### src/rtl/cpu_fsm.sv
// Control unit for the 16-bit CR16-style teaching CPU: sequences FETCH/EXECUTE/MEM
// and decodes each instruction word into ALU function, operand select and datapath enables.
module cpu_fsm (
   input  logic        Clk,
   input  logic        Reset,
   input  logic [15:0] Instr,
   input  logic [4:0]  ALUFlags,
   output logic        Imm_s,
   output logic        RegEn,
   output logic        RAMEn,
   output logic        PCEn,
   output logic        Signed,
   output logic [3:0]  ALUOpCode,
   output logic [3:0]  RdestRegLoc,
   output logic [3:0]  RsrcRegLoc,
   output logic [7:0]  Imm
);

   localparam int unsigned FIELD_W = 4;
   localparam int unsigned FLAG_W  = 5;
   localparam int unsigned IMM_W   = 8;

   localparam logic [FIELD_W-1:0] OP_REG   = 4'b0000;
   localparam logic [FIELD_W-1:0] OP_MEM   = 4'b0100;
   localparam logic [FIELD_W-1:0] OP_SHIFT = 4'b1000;
   localparam logic [FIELD_W-1:0] OP_LUI   = 4'b1111;

   localparam logic [FIELD_W-1:0] F_ADD  = 4'b0101;
   localparam logic [FIELD_W-1:0] F_ADDU = 4'b0110;
   localparam logic [FIELD_W-1:0] F_ADDC = 4'b0111;
   localparam logic [FIELD_W-1:0] F_SUB  = 4'b1001;
   localparam logic [FIELD_W-1:0] F_CMP  = 4'b1011;
   localparam logic [FIELD_W-1:0] F_LSH  = 4'b0100;
   localparam logic [FIELD_W-1:0] F_STOR = 4'b1100;
   localparam logic [FIELD_W-1:0] F_MEMP = 4'b1110;

   localparam logic [FIELD_W-1:0] EXT_LOAD = 4'b0000;
   localparam logic [FIELD_W-1:0] EXT_STOR = 4'b0100;
   localparam logic [FIELD_W-1:0] EXT_LSH  = 4'b0100;

   typedef enum logic [1:0] {
      S_FETCH   = 2'd0,
      S_EXECUTE = 2'd1,
      S_MEM     = 2'd2
   } state_e;

   state_e             state_q, state_d;
   logic [FLAG_W-1:0]  psr_q;

   logic [FIELD_W-1:0] op, ext;
   logic               dec_imm_s, dec_regen, dec_ramen, dec_signed, dec_load, dec_flags;
   logic [FIELD_W-1:0] dec_alu;
   logic               psr_unused;

   // ALU functions shared by register and immediate forms
   function automatic logic alu_valid(input logic [FIELD_W-1:0] f);
      case (f)
         4'b0001, 4'b0010, 4'b0011, F_ADD, F_ADDU, F_ADDC,
         F_SUB, F_CMP, 4'b1101: alu_valid = 1'b1;
         default:              alu_valid = 1'b0;
      endcase
   endfunction

   function automatic logic alu_signed(input logic [FIELD_W-1:0] f);
      alu_signed = (f == F_ADD) || (f == F_ADDC) || (f == F_SUB) || (f == F_CMP);
   endfunction

   function automatic logic alu_flags(input logic [FIELD_W-1:0] f);
      alu_flags = alu_signed(f) || (f == F_ADDU);
   endfunction

   assign op          = Instr[15:12];
   assign ext         = Instr[7:4];
   assign RdestRegLoc = Instr[11:8];
   assign RsrcRegLoc  = Instr[3:0];
   assign Imm         = ((op == OP_SHIFT) && (ext[3:1] == 3'b000))
                        ? IMM_W'({3'b000, Instr[4:0]}) : Instr[7:0];

   // EXECUTE-cycle decode; undefined encodings and branches fall through as NOP
   always_comb begin
      dec_imm_s  = 1'b0;
      dec_regen  = 1'b0;
      dec_ramen  = 1'b0;
      dec_signed = 1'b0;
      dec_load   = 1'b0;
      dec_flags  = 1'b0;
      dec_alu    = '0;
      case (op)
         OP_REG: begin
            if (alu_valid(ext)) begin
               dec_alu    = ext;
               dec_regen  = (ext != F_CMP);
               dec_signed = alu_signed(ext);
               dec_flags  = alu_flags(ext);
            end
         end
         OP_MEM: begin
            if (ext == EXT_STOR) begin
               dec_ramen = 1'b1;
               dec_alu   = F_STOR;
            end else if (ext == EXT_LOAD) begin
               dec_load = 1'b1;
               dec_alu  = F_MEMP;
            end
         end
         OP_SHIFT: begin
            if (ext == EXT_LSH) begin
               dec_alu   = F_LSH;
               dec_regen = 1'b1;
            end else if (ext[3:1] == 3'b000) begin
               dec_alu   = F_LSH;
               dec_imm_s = 1'b1;
               dec_regen = 1'b1;
            end
         end
         default: begin
            if (alu_valid(op) || (op == OP_LUI)) begin
               dec_alu    = op;
               dec_imm_s  = 1'b1;
               dec_regen  = (op != F_CMP);
               dec_signed = alu_signed(op);
               dec_flags  = alu_flags(op);
            end
         end
      endcase
   end

   always_ff @(posedge Clk) begin
      if (Reset) state_q <= S_FETCH;
      else       state_q <= state_d;
   end

   // Next state and datapath enables; reset blanks everything in the same cycle
   always_comb begin
      state_d   = state_q;
      Imm_s     = 1'b0;
      RegEn     = 1'b0;
      RAMEn     = 1'b0;
      PCEn      = 1'b0;
      Signed    = 1'b0;
      ALUOpCode = '0;
      case (state_q)
         S_FETCH: state_d = S_EXECUTE;
         S_EXECUTE: begin
            Imm_s     = dec_imm_s;
            RegEn     = dec_regen;
            RAMEn     = dec_ramen;
            Signed    = dec_signed;
            ALUOpCode = dec_alu;
            PCEn      = ~dec_load;
            state_d   = dec_load ? S_MEM : S_FETCH;
         end
         S_MEM: begin
            RegEn     = 1'b1;
            ALUOpCode = F_MEMP;
            PCEn      = 1'b1;
            state_d   = S_FETCH;
         end
         default: state_d = S_FETCH;
      endcase
      if (Reset) begin
         Imm_s     = 1'b0;
         RegEn     = 1'b0;
         RAMEn     = 1'b0;
         PCEn      = 1'b0;
         Signed    = 1'b0;
         ALUOpCode = '0;
      end
   end

   // PSR is held for future conditional branches; nothing consumes it yet
   always_ff @(posedge Clk) begin
      if (Reset)                                 psr_q <= '0;
      else if ((state_q == S_EXECUTE) && dec_flags) psr_q <= ALUFlags;
   end

   assign psr_unused = ^psr_q;

endmodule

### config.mk
export PLATFORM = sky130hd
export DESIGN_NAME = cpu_fsm
export DESIGN_NICKNAME = d
export VERILOG_FILES = /design/src/rtl/cpu_fsm.sv
export SDC_FILE = /design/constraint.sdc
export NUM_CORES = 1
export LEC_CHECK = 0
export CAP_MARGIN = 20
export CORE_UTILIZATION = 32
export CTS_CLUSTER_SIZE = 40
export DETAILED_ROUTE_END_ITERATION = 10
export HOLD_SLACK_MARGIN = 0.12
export PLACE_DENSITY = 0.8
export SLEW_MARGIN = 5
export SYNTH_ARGS = -nofsm -noshare
export SYNTH_HDL_FRONTEND = slang
export SYNTH_SLANG_ARGS = --single-unit
### constraint.sdc
create_clock -name Clk -period 3 [get_ports Clk]
set_clock_uncertainty 0.05 [all_clocks]
set_input_delay 0.9 -clock Clk [delete_from_list [all_inputs] [get_ports Clk]]
set_output_delay 0.9 -clock Clk [all_outputs]
set_load 0.005 [all_outputs]
After elaboration in Yosys (flattened, before gate mapping):

Memories as Yosys holds them, arrays and structs flattened.
Index checks and enable logic that the tools add are counted.
W data, S select, Z words.

* memories: 2
* input bits: 23
* word-level logic and storage cells: 75
* ROM bits: 32
* flip-flop bits (word level): 2

Memory list
* (name not given): depth 16, bits a word 1, rd ports 1, clocked after Yosys merged registers in 0, write ports 0, line 57 `case (f)`
* (name not given): depth 16, bits a word 1, rd ports 1, clocked after Yosys merged registers in 0, write ports 0, line 57

* equality and inequality tests: 16
* muxes and demuxes: 40
* reductions and logical operators: 15
* bitwise logic cells: 1

Operator list (number)
* $eq A4 B3 Y1 const B: 6
* $eq A4 B4 Y1 const B: 6
* $mux W1: 23
* $mux W4: 5
* $pmux W4 S3: 1
* $logic_not A4 Y1: 2
* $mux W8: 1
* $ne A4 B4 Y1 const B: 2
* $pmux W1 S2: 4
* $pmux W4 S2: 1
* $logic_or A1 B1 Y1: 7
* $mux W3: 2
* $pmux W2 S2: 1
* $reduce_or A2 Y1: 2
* $logic_not A3 Y1: 1
* $pmux W1 S3: 1
* $reduce_or A3 Y1: 1
* $eq A2 B1 Y1 const B: 1
* $eq A2 B2 Y1 const B: 1
* $logic_not A2 Y1: 1
* $mux W2: 1
* $logic_and A1 B1 Y1: 1
* $not A1 Y1: 1

Longest topological paths before layout:

* depth after elaboration: 8
* depth in mapped cells: 6

Least setup slack after synthesis:

OpenSTA, ideal clock, no wires.

* path type: input to output
* from: input Instr[15]
* to: output ALUOpCode[1]
* stages on the path: 5
* required time: 2.050 ns
* path slack: 0.295 ns
* data arrival time: 1.755 ns
* cell sequence: clkbuf_2 nor3_2 nand4b_1 nand2b_1 a31oi_1

* longest elaborated chain between the ends: 7

Ends and longest elaborated chain
* start, declared: line 6 `input logic [15:0] Instr,`
* $mem_v2 Z16 W1
* $mux W1: line 88 `case (op)`
* $logic_or A1 B1 Y1: line 117 `if (alu_valid(op) || (op == OP_LUI)) begin`
* $mux W4: line 117
* $pmux W4 S3 *: line 88
* $pmux W4 S2 *: line 142 `case (state_q)`
* $mux W4 *: line 161 `if (Reset) begin`
* end, declared: line 13 `output logic [3:0] ALUOpCode,`

Mark *: on every way between the ends. The rest lies on a longest branch, timed or not. The select of a mux whose other input is x is not followed.

Worst setup path after layout:

* from: input Instr[7]
* to: output Signed

* longest elaborated chain between the ends: 8

Ends and longest elaborated chain
* branches (longest 4 deep; another with $mem_v2 Z16 W1)
* $mux W1 *: line 90 `if (alu_valid(ext)) begin`
* $pmux W1 S2 *: line 88
* $mux W1 *: line 142
* $mux W1 *: line 161
* end, declared: line 12 `output logic Signed,`

Mark *: on every way between the ends. The select of a mux whose other input is x is not followed.

==> impl_metrics.yaml <==
drt:
  drc: 0
  drt_iter0_drc: 15
  vias: 711
  wl_per_cell_um: 13.60
  avgViaCountPerCell: 5.267
  firstDrtPassIters: 4
  antenna_left: 0
  wl_um: 1836
sta:
  setup_viol: 0
  slew_headroom_pct: 82.25
  worst-slew-pin-transition_ns: 0.2662
  fmax_mhz: 337.6
  fin_ws_ns: 0.03828
  finalHoldViolations: 0
  finalCritPeriodShare_pct: 98.72
  rsz0062_at_grt: "yes"
  slew_viol_final: 0
  fin_crit_ns: 2.962
setup_path:
  cp_max_fo: 6
  arrival_ns: 2.01
  worst_setup_path_start_kind: "primary input"
  criticalPathCategory: "primary input to primary output"
  critPathCaptureType: "primary output"
  crit_start: "Instr[7]"
  r2r-start: "state_q[1]"
  crit_required_ns: 2.05
global_route:
  met1_usage_pct: 21.60
  antenna_found_initial: 0
  first_global_vias: 676
  grt_pass1_wl_um: 2815
  grt_usage_pct: 19.63
  overflow: 0
  use_met3_pct: 5.714
  use_met2_pct: 33.82
  busiest_layer: "met2"
  grt_max_degree: 11
placed_design:
  dpl-instance-area_sq_um: 820.8
  dp.cells: 126
  dp_hpwl_um: 1202
  gp_congestion: 0.8344
  place_ws_ns: -0.7827
  port_buffers: 22
clock_network:
  cts_max_level: 1
  numCtsBuffers: 3
  ctsRootBufferMaster: "clkbuf_4"
  numClockSinks: 2
  cts.path.max_buffers: 2
  clock_latency_ns: 0.24
  cts_tree: "built"
  clk_pin_slew_ns: 0.03
power_and_ir_drop:
  p_int_uw: 120.5
  p_seq_share_pct: 15.2
  cellPowerDensity_mw_per_mm2: 208.6
  p_comb_share_pct: 50.3
  p_leak_nw: 0.4332
  clock_power_share_pct: 34.5
  irDropWorstVdd_mv: 0.1445
  power.net_switching_uw: 65.84
  swShare_pct: 35.33
yosys:
  yosys-top-cells-area: "buf_4, nor2_1, dfxtp_1"
  ys_ff_latch: 2
  synth_seq_area_share_pct: 6.926
  syn_area_sq_um: 578.1
  synth_top_flop_cell: "dfxtp_1"
  synthArstFlopShare_pct: 0
  synth_top_area_cell: "buf_4"
  avgSynthCellArea_sq_um: 6.965
  netlist_instances: 83
  yosysWarningCount: 0
  ys_types: 34
  synth_fp_nets: 109
  synth_edf_count: 0
  synth_top_area_share_pct: 16.88
final_layout:
  area_delta_synth_final_pct: 54.55
  layout_common_cells: "buf_4, nor2_1, buf_2, inv_1"
  multi_input_area_sq_um: 436.7
  layout_commonest_cell: "buf_4"
  fin_nets: 139
  num_antenna_cells: 0
  largest_register_ffs: 2
  regMostFlops: "state_q"
  top_regs: "state_q (2)"
  fill_cells: 156
  final_area_sq_um: 893.4
  drive_gt1_share_pct: 46.85
  ff_latch_area_sq_um: 40.04
  layout.cells.non_filler: 135
min_path:
  hp-class: "register to register"
  min-delay-start: "state_q[1]"
outcome:
  status: "completed"
floorplan:
  num_rows: 14
  start_util_pct: 36.26
  die_w_um: 44.50
  fp.dieH_um: 44.50
  io_pins: 48
  coreArea_sq_mm: 0.001594
  die-area_sq_mm: 0.001980
flow_run:
  max_cap_viol_count: 0
[cells by family (layout without fill, tap and decap cells)]
group                    Yosys count  after routing  synth area share, %
flip-flops                         2              2                6.927
adder cells (fa/ha/maj)            3              3                6.494
AND/OR/NAND/NOR                   28             28                24.89
buffers and inverters             26             54                27.27
XOR/XNOR                           1              1                1.515
AO/OA/AOI/OAI                     23             23                32.90
[metal layers]
metal  part of all wire, %  wire (um)
met2                    50        927
met3                   7.8        143
met4                   3.1         57
met5                     0          0
met1                    39        707
[critical path, cell delays in order]
cell and delay (ns):
buf_2 0.14, buf_4 0.15, xor2_1 0.15, a32o_2 0.27, a21oi_2 0.11, nor2_1 0.04, dlygate4sd2_1 0.25
[Yosys cell counts, drive strengths merged (2+ instances only)]
library cell  count
nor2             12
clkbuf            4
a211o             2
ha                3
nand2             2
inv               6
a31oi             2
nand2b            4
a21oi             7
nand3             2
a2bb2oi           2
o22ai             2
buf              15
nor3              3
dfxtp             2
[power by group through the flow]
stage                     clock, mW  sequential (mW)  combinational [mW]
after floorplan                   0           0.0285              0.0509
after global placement            0           0.0286              0.0808
after detailed placement          0           0.0286              0.0827
after CTS                    0.0662           0.0283              0.0888
after global routing         0.0689           0.0284               0.101
final                        0.0643           0.0283              0.0938
[worst paths after layout]
path                                   end  slack (ns)  cells past startpoint
worst min register to register  state_q[0]        0.66                      3
worst min-delay path            state_q[0]        0.66                      3
worst max register to register  state_q[1]        1.98                      5
worst max-delay path                Signed        0.04                      7
[area by class of cell]
cell class	instances	area share, %
timing repair buffer	45	38.24
multi-input combinational	55	48.88
clock buffer	3	2.521
sequential	2	4.482
inverter	6	2.521
tap	24	3.361
[timing repair]
| action | in CTS | in global routing |
|---|---|---|
| gates resized for setup | 66 | 8 |
| setup endpoints to repair | 13 | 6 |
| pin swaps | 8 | 8 |
| hold buffers | 0 | 0 |
| setup buffers | 5 | 1 |
[through the flow]
stage | util, % | TNS (ns) | total power, mW | hold WS [ns]
2_1_floorplan | - | 0 | 0.07945 | 0.5603
3_3_place_gp | 51.49 | -6.249 | 0.1094 | 0.6010
3_5_place_dp | 51.49 | -6.412 | 0.1113 | 0.6614
4_1_cts | 55.57 | 0 | 0.1833 | 0.6586
5_1_grt | 56.04 | -0.05726 | 0.1982 | 0.6950
6_report | 56.04 | 0 | 0.1864 | 0.6560
(Power assumes the default switching activity.)
